## config.mk

```make
export PLATFORM = sky130hd
export DESIGN_NAME = uart_tx_sched
export DESIGN_NICKNAME = d
export VERILOG_FILES = /design/src/rtl/uart_tx_sched.sv
export SDC_FILE = /design/constraint.sdc
export NUM_CORES = 1
export LEC_CHECK = 0
export CORE_ASPECT_RATIO = 1.75
export CORE_MARGIN = 1
export CORE_UTILIZATION = 34
export CTS_CLUSTER_SIZE = 16
export DETAILED_ROUTE_END_ITERATION = 8
export DONT_BUFFER_PORTS = 1
export GPL_ROUTABILITY_DRIVEN = 0
export SLEW_MARGIN = 20
export SYNTH_ARGS = -nofsm -noshare
export SYNTH_HDL_FRONTEND = slang
export SYNTH_SLANG_ARGS = --single-unit
```

## constraint.sdc

```tcl
create_clock -name app_clk -period 3.3 [get_ports app_clk]
set_input_delay 0.495 -clock app_clk [delete_from_list [all_inputs] [get_ports app_clk]]
set_output_delay 0.495 -clock app_clk [all_outputs]
set_load 0.01 [all_outputs]
```

## src/rtl/uart_tx_sched.sv

```systemverilog
// Round-robin scheduler sharing one UART transmit serializer among NREQ byte requesters.
// The winner's byte and the line format are captured at accept, so later config edits never reach a frame in flight.
module uart_tx_sched #(
    parameter int NREQ  = 4,
    parameter int DIV_W = 16,
    localparam int IDW  = $clog2(NREQ)
) (
    input  logic                 app_clk,
    input  logic                 reset_n,
    input  logic                 cfg_en,
    input  logic [1:0]           cfg_data_bits,
    input  logic                 cfg_stop_2,
    input  logic                 cfg_par_en,
    input  logic                 cfg_par_even,
    input  logic [DIV_W-1:0]     cfg_div,
    input  logic [NREQ-1:0]      req_valid,
    input  logic [NREQ*8-1:0]    req_data,
    output logic [NREQ-1:0]      req_ready,
    output logic                 txd,
    output logic                 busy,
    output logic [IDW-1:0]       grant_id,
    output logic                 tx_done
);

    localparam int CW = DIV_W + 1;

    typedef enum logic [2:0] {
        S_IDLE,
        S_START,
        S_DATA,
        S_PARITY,
        S_STOP1,
        S_STOP2
    } state_t;

    state_t            state;
    logic [CW-1:0]     cnt;
    logic [2:0]        bit_idx;
    logic [IDW-1:0]    last;

    logic [7:0]        byte_q;
    logic [1:0]        nbits_q;
    logic              stop2_q;
    logic              par_en_q;
    logic              par_even_q;
    logic [DIV_W-1:0]  div_q;

    logic [IDW-1:0]    win;
    logic              win_vld;
    logic              grant_ok;
    int                j;
    logic [2:0]        last_idx;
    logic [2:0]        nxt_idx;
    logic [CW-1:0]     reload_cfg;
    logic [CW-1:0]     reload_q;

    // Parity covers only the bits actually sent (nb+5 of them).
    function automatic logic par_bit(input logic [7:0] d, input logic [1:0] nb, input logic even);
        logic [7:0] mask;
        mask = 8'hFF >> (2'd3 - nb);
        return even ? ^(d & mask) : ~^(d & mask);
    endfunction

    always_comb begin
        win     = '0;
        win_vld = 1'b0;
        j       = 0;
        for (int k = 1; k <= NREQ; k++) begin
            j = int'(last) + k;
            if (j >= NREQ) j = j - NREQ;
            if (!win_vld && req_valid[j]) begin
                win_vld = 1'b1;
                win     = IDW'(j);
            end
        end
    end

    assign grant_ok = reset_n && cfg_en && (state == S_IDLE) && win_vld;

    always_comb begin
        req_ready = '0;
        if (grant_ok) req_ready[win] = 1'b1;
    end

    // 2*div+1 is just {div,1}; the extra bit keeps all-ones divisors from wrapping.
    assign reload_cfg = {cfg_div, 1'b1};
    assign reload_q   = {div_q, 1'b1};
    assign last_idx   = {1'b0, nbits_q} + 3'd4;
    assign nxt_idx    = bit_idx + 3'd1;

    always_ff @(posedge app_clk) begin
        if (grant_ok) begin
            byte_q     <= req_data[{win, 3'b000} +: 8];
            nbits_q    <= cfg_data_bits;
            stop2_q    <= cfg_stop_2;
            par_en_q   <= cfg_par_en;
            par_even_q <= cfg_par_even;
            div_q      <= cfg_div;
        end
    end

    always_ff @(posedge app_clk or negedge reset_n) begin
        if (!reset_n) begin
            state    <= S_IDLE;
            cnt      <= '0;
            bit_idx  <= '0;
            txd      <= 1'b1;
            busy     <= 1'b0;
            tx_done  <= 1'b0;
            grant_id <= '0;
            last     <= IDW'(NREQ - 1);
        end else begin
            tx_done <= 1'b0;
            case (state)
                S_IDLE: begin
                    if (grant_ok) begin
                        state    <= S_START;
                        cnt      <= reload_cfg;
                        txd      <= 1'b0;
                        busy     <= 1'b1;
                        grant_id <= win;
                        last     <= win;
                    end
                end
                default: begin
                    if (cnt != '0) begin
                        cnt <= cnt - CW'(1);
                    end else begin
                        cnt <= reload_q;
                        case (state)
                            S_START: begin
                                state   <= S_DATA;
                                bit_idx <= 3'd0;
                                txd     <= byte_q[0];
                            end
                            S_DATA: begin
                                if (bit_idx == last_idx) begin
                                    if (par_en_q) begin
                                        state <= S_PARITY;
                                        txd   <= par_bit(byte_q, nbits_q, par_even_q);
                                    end else begin
                                        state <= S_STOP1;
                                        txd   <= 1'b1;
                                    end
                                end else begin
                                    bit_idx <= nxt_idx;
                                    txd     <= byte_q[nxt_idx];
                                end
                            end
                            S_PARITY: begin
                                state <= S_STOP1;
                                txd   <= 1'b1;
                            end
                            S_STOP1: begin
                                txd <= 1'b1;
                                if (stop2_q) begin
                                    state <= S_STOP2;
                                end else begin
                                    state   <= S_IDLE;
                                    busy    <= 1'b0;
                                    tx_done <= 1'b1;
                                    cnt     <= '0;
                                end
                            end
                            S_STOP2: begin
                                state   <= S_IDLE;
                                txd     <= 1'b1;
                                busy    <= 1'b0;
                                tx_done <= 1'b1;
                                cnt     <= '0;
                            end
                            default: begin
                                state <= S_IDLE;
                                txd   <= 1'b1;
                                busy  <= 1'b0;
                                cnt   <= '0;
                            end
                        endcase
                    end
                end
            endcase
        end
    end

endmodule

```

==> results of run 1 <==
-- per-layer routing --
metal,vias to the layer above,track usage [%]
met3,13,3.81
met5,-,0
li1,1248,-
met4,0,11.1
met2,80,27.8
met1,1249,17.3
-- synthesized netlist by cell type (all sizes together) (4+ instances only) --
cell type	count
or4	5
nand3	6
and3	5
a31oi	5
edfxtp	29
mux2i	15
nor3b	5
o21ai	19
clkbuf	12
nand2	34
dfrtp	27
inv	12
nor2b	10
buf	5
a211oi	11
nor4	6
nor2	25
a21o	4
nand2b	4
a21oi	32
nor3	11
xor2	5
xnor2	13
-- per-stage QoR --
stage | cell area, um^2 | std cells | total power [mW] | worst slack [ns]
finish | 3850 | 468 | 1.77 | 0.601
global route | 3850 | 468 | 1.81 | 0.441
CTS | 3850 | 468 | 1.78 | 0.583
detailed placement | 3520 | 450 | 0.843 | 0.840
global placement | 3520 | 450 | 0.843 | 0.907
floorplan | 3390 | 338 | 0.835 | 0.486
-- power breakdown --
part	internal (mW)	switching (mW)	total (mW)
Sequential	0.777	0	0.777
Clock	0.600	0.326	0.926
Combinational	0.0273	0.0373	0.0646
Total	1.40	0.363	1.77
-- final timing paths --
kind	endpoint	cells after the start
worst max-delay path	req_ready[1]	5
worst min-delay path	div_q[9]	0
worst max register to register	cnt[9]	7
worst min register to register	cnt[15]	2
max in group asynchronous	txd	2
min in group asynchronous	last[1]	1
-- sequential cells by signal (all words and copies together), names as in the netlist, 2 cells and up --
register and flops:
grant_id 2, bit_idx 3, byte_q 8, last 2
state 3, div_q 16, cnt 17, nbits_q 2
-- cells in the final DEF, fill, tap and decap left out, drive strengths merged, types with 3 or more instances in the layout --
cell type  count
a21o           4
buf            8
nor4           6
o21ai         19
inv           12
ha             3
a21oi         32
clkinv         3
nor2b         10
nand2         34
xor2           5
or2            3
dfstp          3
nor2          25
dfrtp         27
a31oi          5
nor3b          5
or4            5
clkbuf        11
a211oi        11
nand3          6
a311oi         3
xnor2         13
and3           5
edfxtp        29
nand2b         4
nor3          11
mux2i         15
or3            3
-- cell type report --
cell class / count / area, um^2 / area share, %
well taps: 122 / 153 / 3.96
multi-input cells: 250 / 1650 / 42.8
repair buffers: 9 / 82.6 / 2.14
flip-flops and latches: 59 / 1630 / 42.2
clock inverters: 5 / 52.6 / 1.36
inverters: 12 / 45.0 / 1.17
clock buffers: 11 / 243 / 6.30
-- worst register-to-register path: cells and delay by family, from the launching register on --
family,cells,cell delay [ns]
compound gates,2,0.29
flops,1,0.41
simple gates,3,1.41
fa+ha+maj,1,0.16
buf+inv,1,0.09
-- cell families (layout without fill, tap and decap cells) --
group                      count (synthesis)  after routing  synth area share (%)
AOI/OAI and AO/OA                         90             90                  16.8
muxes                                     18             18                  6.08
DFF                                       59             59                  47.9
xor gates and xnor gates                  18             18                  4.65
and+or+nand+nor                          121            121                  19.8
buffers and inverters                     29             37                  3.61
adders and majority gates                  3              3                  1.11
==> results.cfg, run 1 <==
[synthesis]
synthesis.area_um2 = 3390
yosysSeqAreaShare_pct = 47.9
synthesis.nets = 401
synth_area_leaders = edfxtp_1 26%, dfrtp_1 20%, a21oi_1 4.7%
synth_edf_count = 29
synth_async_sr_flop_share_pct = 50.8
yosysTopAreaCell = edfxtp_1
synth_seq_cells = 59
avgSynthCellArea_um2 = 10.0
yosys_warnings = 0
synth_ff_type = edfxtp_1
synth_top_area_share_pct = 25.7
ys_types = 53
syn_inst = 338

[routing]
vias = 2590
wl_met3_um = 416
wl_met2_um = 4090
first_iter_violations = 151
avgViaCountPerCell = 5.53
ant_nets = 0
wirelength_um = 7770
top_layer_used = met4
met1_length_um = 3030
wl_per_cell_um = 16.6
dr.pass1.iters = 6
drc_errors = 0

[timing]
finalSetupViolCount = 0
layout_min_cycle_time_ns = 2.70
post-route-period-util_pct = 81.8
holdWs_ns = 0.256
hold_viol = 0
finalSetupTns_ns = 0
rsz0062_at_grt = false
relSlewSlack_pct = 56.8
max_slew.worst_pin.slew_ns = 0.643
clock_skew_ns = 0.00536
clock.fmax_mhz = 370
drv_slew = 0

[floorplanning]
die_h_um = 134
chipWidth_um = 77.5
boundaryPins = 69
coreArea_um2 = 9590
rows = 47
die-area_um2 = 10400
start_util_pct = 35.4

[cells_and_area]
area_growth_pct = 13.5
fin_util_pct = 40.2
fill_cells = 942
drive_above_1_share_pct = 13.0
diodes = 0
nets = 404

[power_and_ir_drop]
leakage_nw = 1.42
p_per_area_nw_per_um2 = 459
ir_worst_vdd_mv = 0.281

[setup_path]
cp_top_family = simple AND/OR/NAND/NOR gates
critPathArrivalTime_ns = 2.20
crit_chain = nand2_1, a21oi_1, nor3_1, or2_2, nor4_1
critPathMaxFanout = 20
crit_type = reg -> out
startpoint = last[1]
worstPathRequired_ns = 2.80
cp_slowest_cell = dfstp_2
critical_path.max_stage_delay_ns = 0.58
r2r_slack_ns = 0.86
rr_startpoint = cnt[0]
start_kind = flop
critical_path_buf_inv_count = 0
critPathCaptureType = primary output

[min_path]
worstHoldStart = cfg_div[9]
worstHoldPathType = in -> reg

[clock_network]
cts_tree = yes
cts_buffer_depth = 2
hold_buffers = 2
post_cts_buffers = 0
cts_root_buf = clkbuf_16
htree_num_levels = 3
path_clk_slew_ns = 0.05
numCtsBuffers = 9
clkLatencyLatePin_ns = 0.33
cts.repair.resized = 0
cts.sinks = 59

[global_routing]
grt_antenna_before_repair = 0
grt_pass1_wl_um = 12600
grt.overflow.total = 0
grt_max_degree = 34
grt_pass1_vias = 2624
grtUsageTotal_pct = 16.2

[placed_design]
io_buffers = 0
dp.final_hpwl_um = 5610

[flow_run]
drv_cap = 0

[outcome]
status = completed
Note: power is estimated with default switching activity, not from simulation.
==> inputs of run 2 (changes only) <==
Settings changed: ABC_AREA set to 1.
Clock period 3.3 ns to 2.8 ns, I/O delays scaled along.
==> run 2 against run 1 <==
  * Critical path depth grew 5
  * Final area up 14%
  * First-iteration DRC count increased by 74%
  * Critical path type unchanged
==> results.cfg, run 2 <==
[setup_path]
critPathMaxFanout = 8
crit_type = reg -> out
critPathArrivalTime_ns = 2.28
start_kind = flop
critPathCaptureType = primary output
worstPathRequired_ns = 2.38

[timing]
drv_slew = 0
max_slew.worst_pin.slew_ns = 0.434
clock.fmax_mhz = 370
clock_skew_ns = 0.00825
post-route-period-util_pct = 96.4
finalSetupViolCount = 0
hold_viol = 0
layout_min_cycle_time_ns = 2.70
finalSetupTns_ns = 0
setup_slack_ns = 0.100
relSlewSlack_pct = 71.0

[routing]
first_iter_violations = 263
ant_nets = 0
dr.pass1.iters = 7
vias = 3654
avgViaCountPerCell = 5.20
wirelength_um = 10400
wl_per_cell_um = 14.8
drc_errors = 0

[global_routing]
grt.overflow.total = 0
grt_antenna_before_repair = 0
grt_max_degree = 31
grt_pass1_vias = 3597
grt_pass1_wl_um = 17100
grtUsageTotal_pct = 19.2

[cells_and_area]
layout_commonest_cell = nand2_1
area_growth_pct = 13.5
multi_input_area_um2 = 2000
fill_cells = 1181
fin_util_pct = 39.5
regArea_um2 = 1630
top_regs = cnt (17), div_q (16), byte_q (8)
drive_above_1_share_pct = 9.47
largest_register = cnt
final_cell_mix = 230 x nand2_1, 64 x nand3_1, 46 x nor2_1, 43 x inv_1, 29 x edfxtp_1
largest_reg_flops = 17
nets = 628

[synthesis]
synth-compound-area-share_pct = 7.99
synth_async_sr_flop_share_pct = 50.8
synthesis.nets = 614
synthesis.area_um2 = 3870
synth_top_family_by_area = simple AND/OR/NAND/NOR gates
synth_most_common_cell = nand2_1
synth_common_cells = 230 x nand2_1, 64 x nand3_1, 48 x nor2_1
synth_simple_gate_area_share_pct = 40.5
synth_top_area_share_pct = 22.5
yosys_warnings = 0
avgSynthCellArea_um2 = 7.02
synth_ff_type = edfxtp_1
yosysSeqAreaShare_pct = 42.0
synth.mux.area_fraction_pct = 0
ys_types = 38
syn_inst = 551
yosysTopAreaCell = edfxtp_1
synthXorXnorAreaFrac_pct = 1.58
synthAdderAreaFrac_pct = 0.970
synth_edf_count = 29
synth_seq_cells = 59
synth_area_leaders = edfxtp_1 23%, nand2_1 22%, dfrtp_1 17%

[power_and_ir_drop]
pwr-share-seq_pct = 27.0
ir_worst_vdd_mv = 0.830
clkPwrFrac_pct = 19.0
p_int_mw = 3.01
leakage_nw = 2.09
power_mw = 5.72
p_per_area_nw_per_um2 = 1300
power_frac_comb_pct = 54.0
switchingPower_mw = 2.71
p_sw_share_pct = 47.4

[clock_network]
numCtsBuffers = 9
htree_num_levels = 3
clkLatencyLatePin_ns = 0.33
path_clk_slew_ns = 0.06
cts.sinks = 59
cts_buffer_depth = 2
cts_root_buf = clkbuf_16
cts_tree = yes

[placed_design]
dp.final_hpwl_um = 7540
dp_slack_ns = 0.438
io_buffers = 0

[floorplanning]
start_util_pct = 34.8
boundaryPins = 69
rows = 51
die_h_um = 143
coreArea_um2 = 11100
chipWidth_um = 82.6
die-area_um2 = 11800

[min_path]
worstHoldPathType = in -> reg

[flow_run]
drv_cap = 0

[outcome]
status = completed
run 2: cell types whose count changed in the layout (fill, tap and decap cells not counted), sizes merged, moves of 11 or more:
cell,change
a211oi,-11
inv,+34
mux2i,-15
nand2,+206
a21oi,-22
o21ai,+11
nand3,+59
nor2,+28
run 2: path summary, 6_finish.rpt:
path / cells past startpoint / to / slack (ns) / start
hold / removal: 0 / div_q[5] / 0.18 / cfg_div[5]
hold reg to reg: 1 / tx_done / 0.50 / stop2_q
max in group asynchronous: 2 / last[0] / 2.00 / reset_n
min in group asynchronous: 2 / cnt[3] / 0.54 / reset_n
setup reg to reg: 12 / byte_q[0] / 0.44 / last[0]
setup / recovery: 10 / req_ready[3] / 0.10 / last[0]
run 2: kinds of logic after synthesis:
group	Yosys count
simple gates	370
buf+inv	59
flops	59
compound gates	53
xor+xnor	7
fa+ha+maj	3
run 2: metal layers:
layer / wire (um) / global-route usage, % / up-vias
li1: - / - / 1819
met1: 4220 / 22.5 / 1698
met5: 0 / 0 / -
met2: 5380 / 32.7 / 109
met3: 504 / 4.03 / 28
met4: 318 / 8.98 / 0
run 2: power groups by stage:
| stage | logic [mW] | clock network (mW) | registers, mW |
|---|---|---|---|
| 2_1_floorplan | 2.37 | 0 | 1.47 |
| 3_5_place_dp | 2.95 | 0 | 1.55 |
| 6_report | 3.09 | 1.09 | 1.55 |
| 4_1_cts | 2.97 | 1.10 | 1.54 |
| 3_3_place_gp | 2.86 | 0 | 1.55 |
| 5_1_grt | 3.53 | 1.13 | 1.58 |
run 2: cell type report:
cell class	count	share of cell area, %
multi-input combinational	433	45.5
sequential	59	37.0
clock buffer	13	5.70
inverter	48	4.28
tap	132	3.76
timing repair buffer	14	2.74
clock inverter	3	0.912
antenna	1	0.0570
run 2: worst max-delay path, stage by stage, from the launching register on:
cell and delay [ns]:
dfstp_2 0.62, inv_4 0.08, nand2_1 0.09, nand2_1 0.10, nand2_1 0.11, nand2_1 0.08, o21ai_0 0.23, nand2_1 0.13
a21oi_4 0.22, clkinv_1 0.15, nor2_2 0.15
run 2: repair_timing:
item | in CTS | in global routing
hold buffers | 2 | 0
hold endpoints to repair | 30 | 0
resized for setup | 0 | 5
setup endpoints to repair | 0 | 4
buffers inserted | 0 | 2
run 2: stage by stage:
step	hold WS, ns	std cells	area (um^2)
CTS	0.179	700	4350
detailed placement	0.126	682	4030
global placement	0.126	682	4030
global route	0.174	702	4390
floorplan	0.124	551	3870
finish	0.183	703	4390
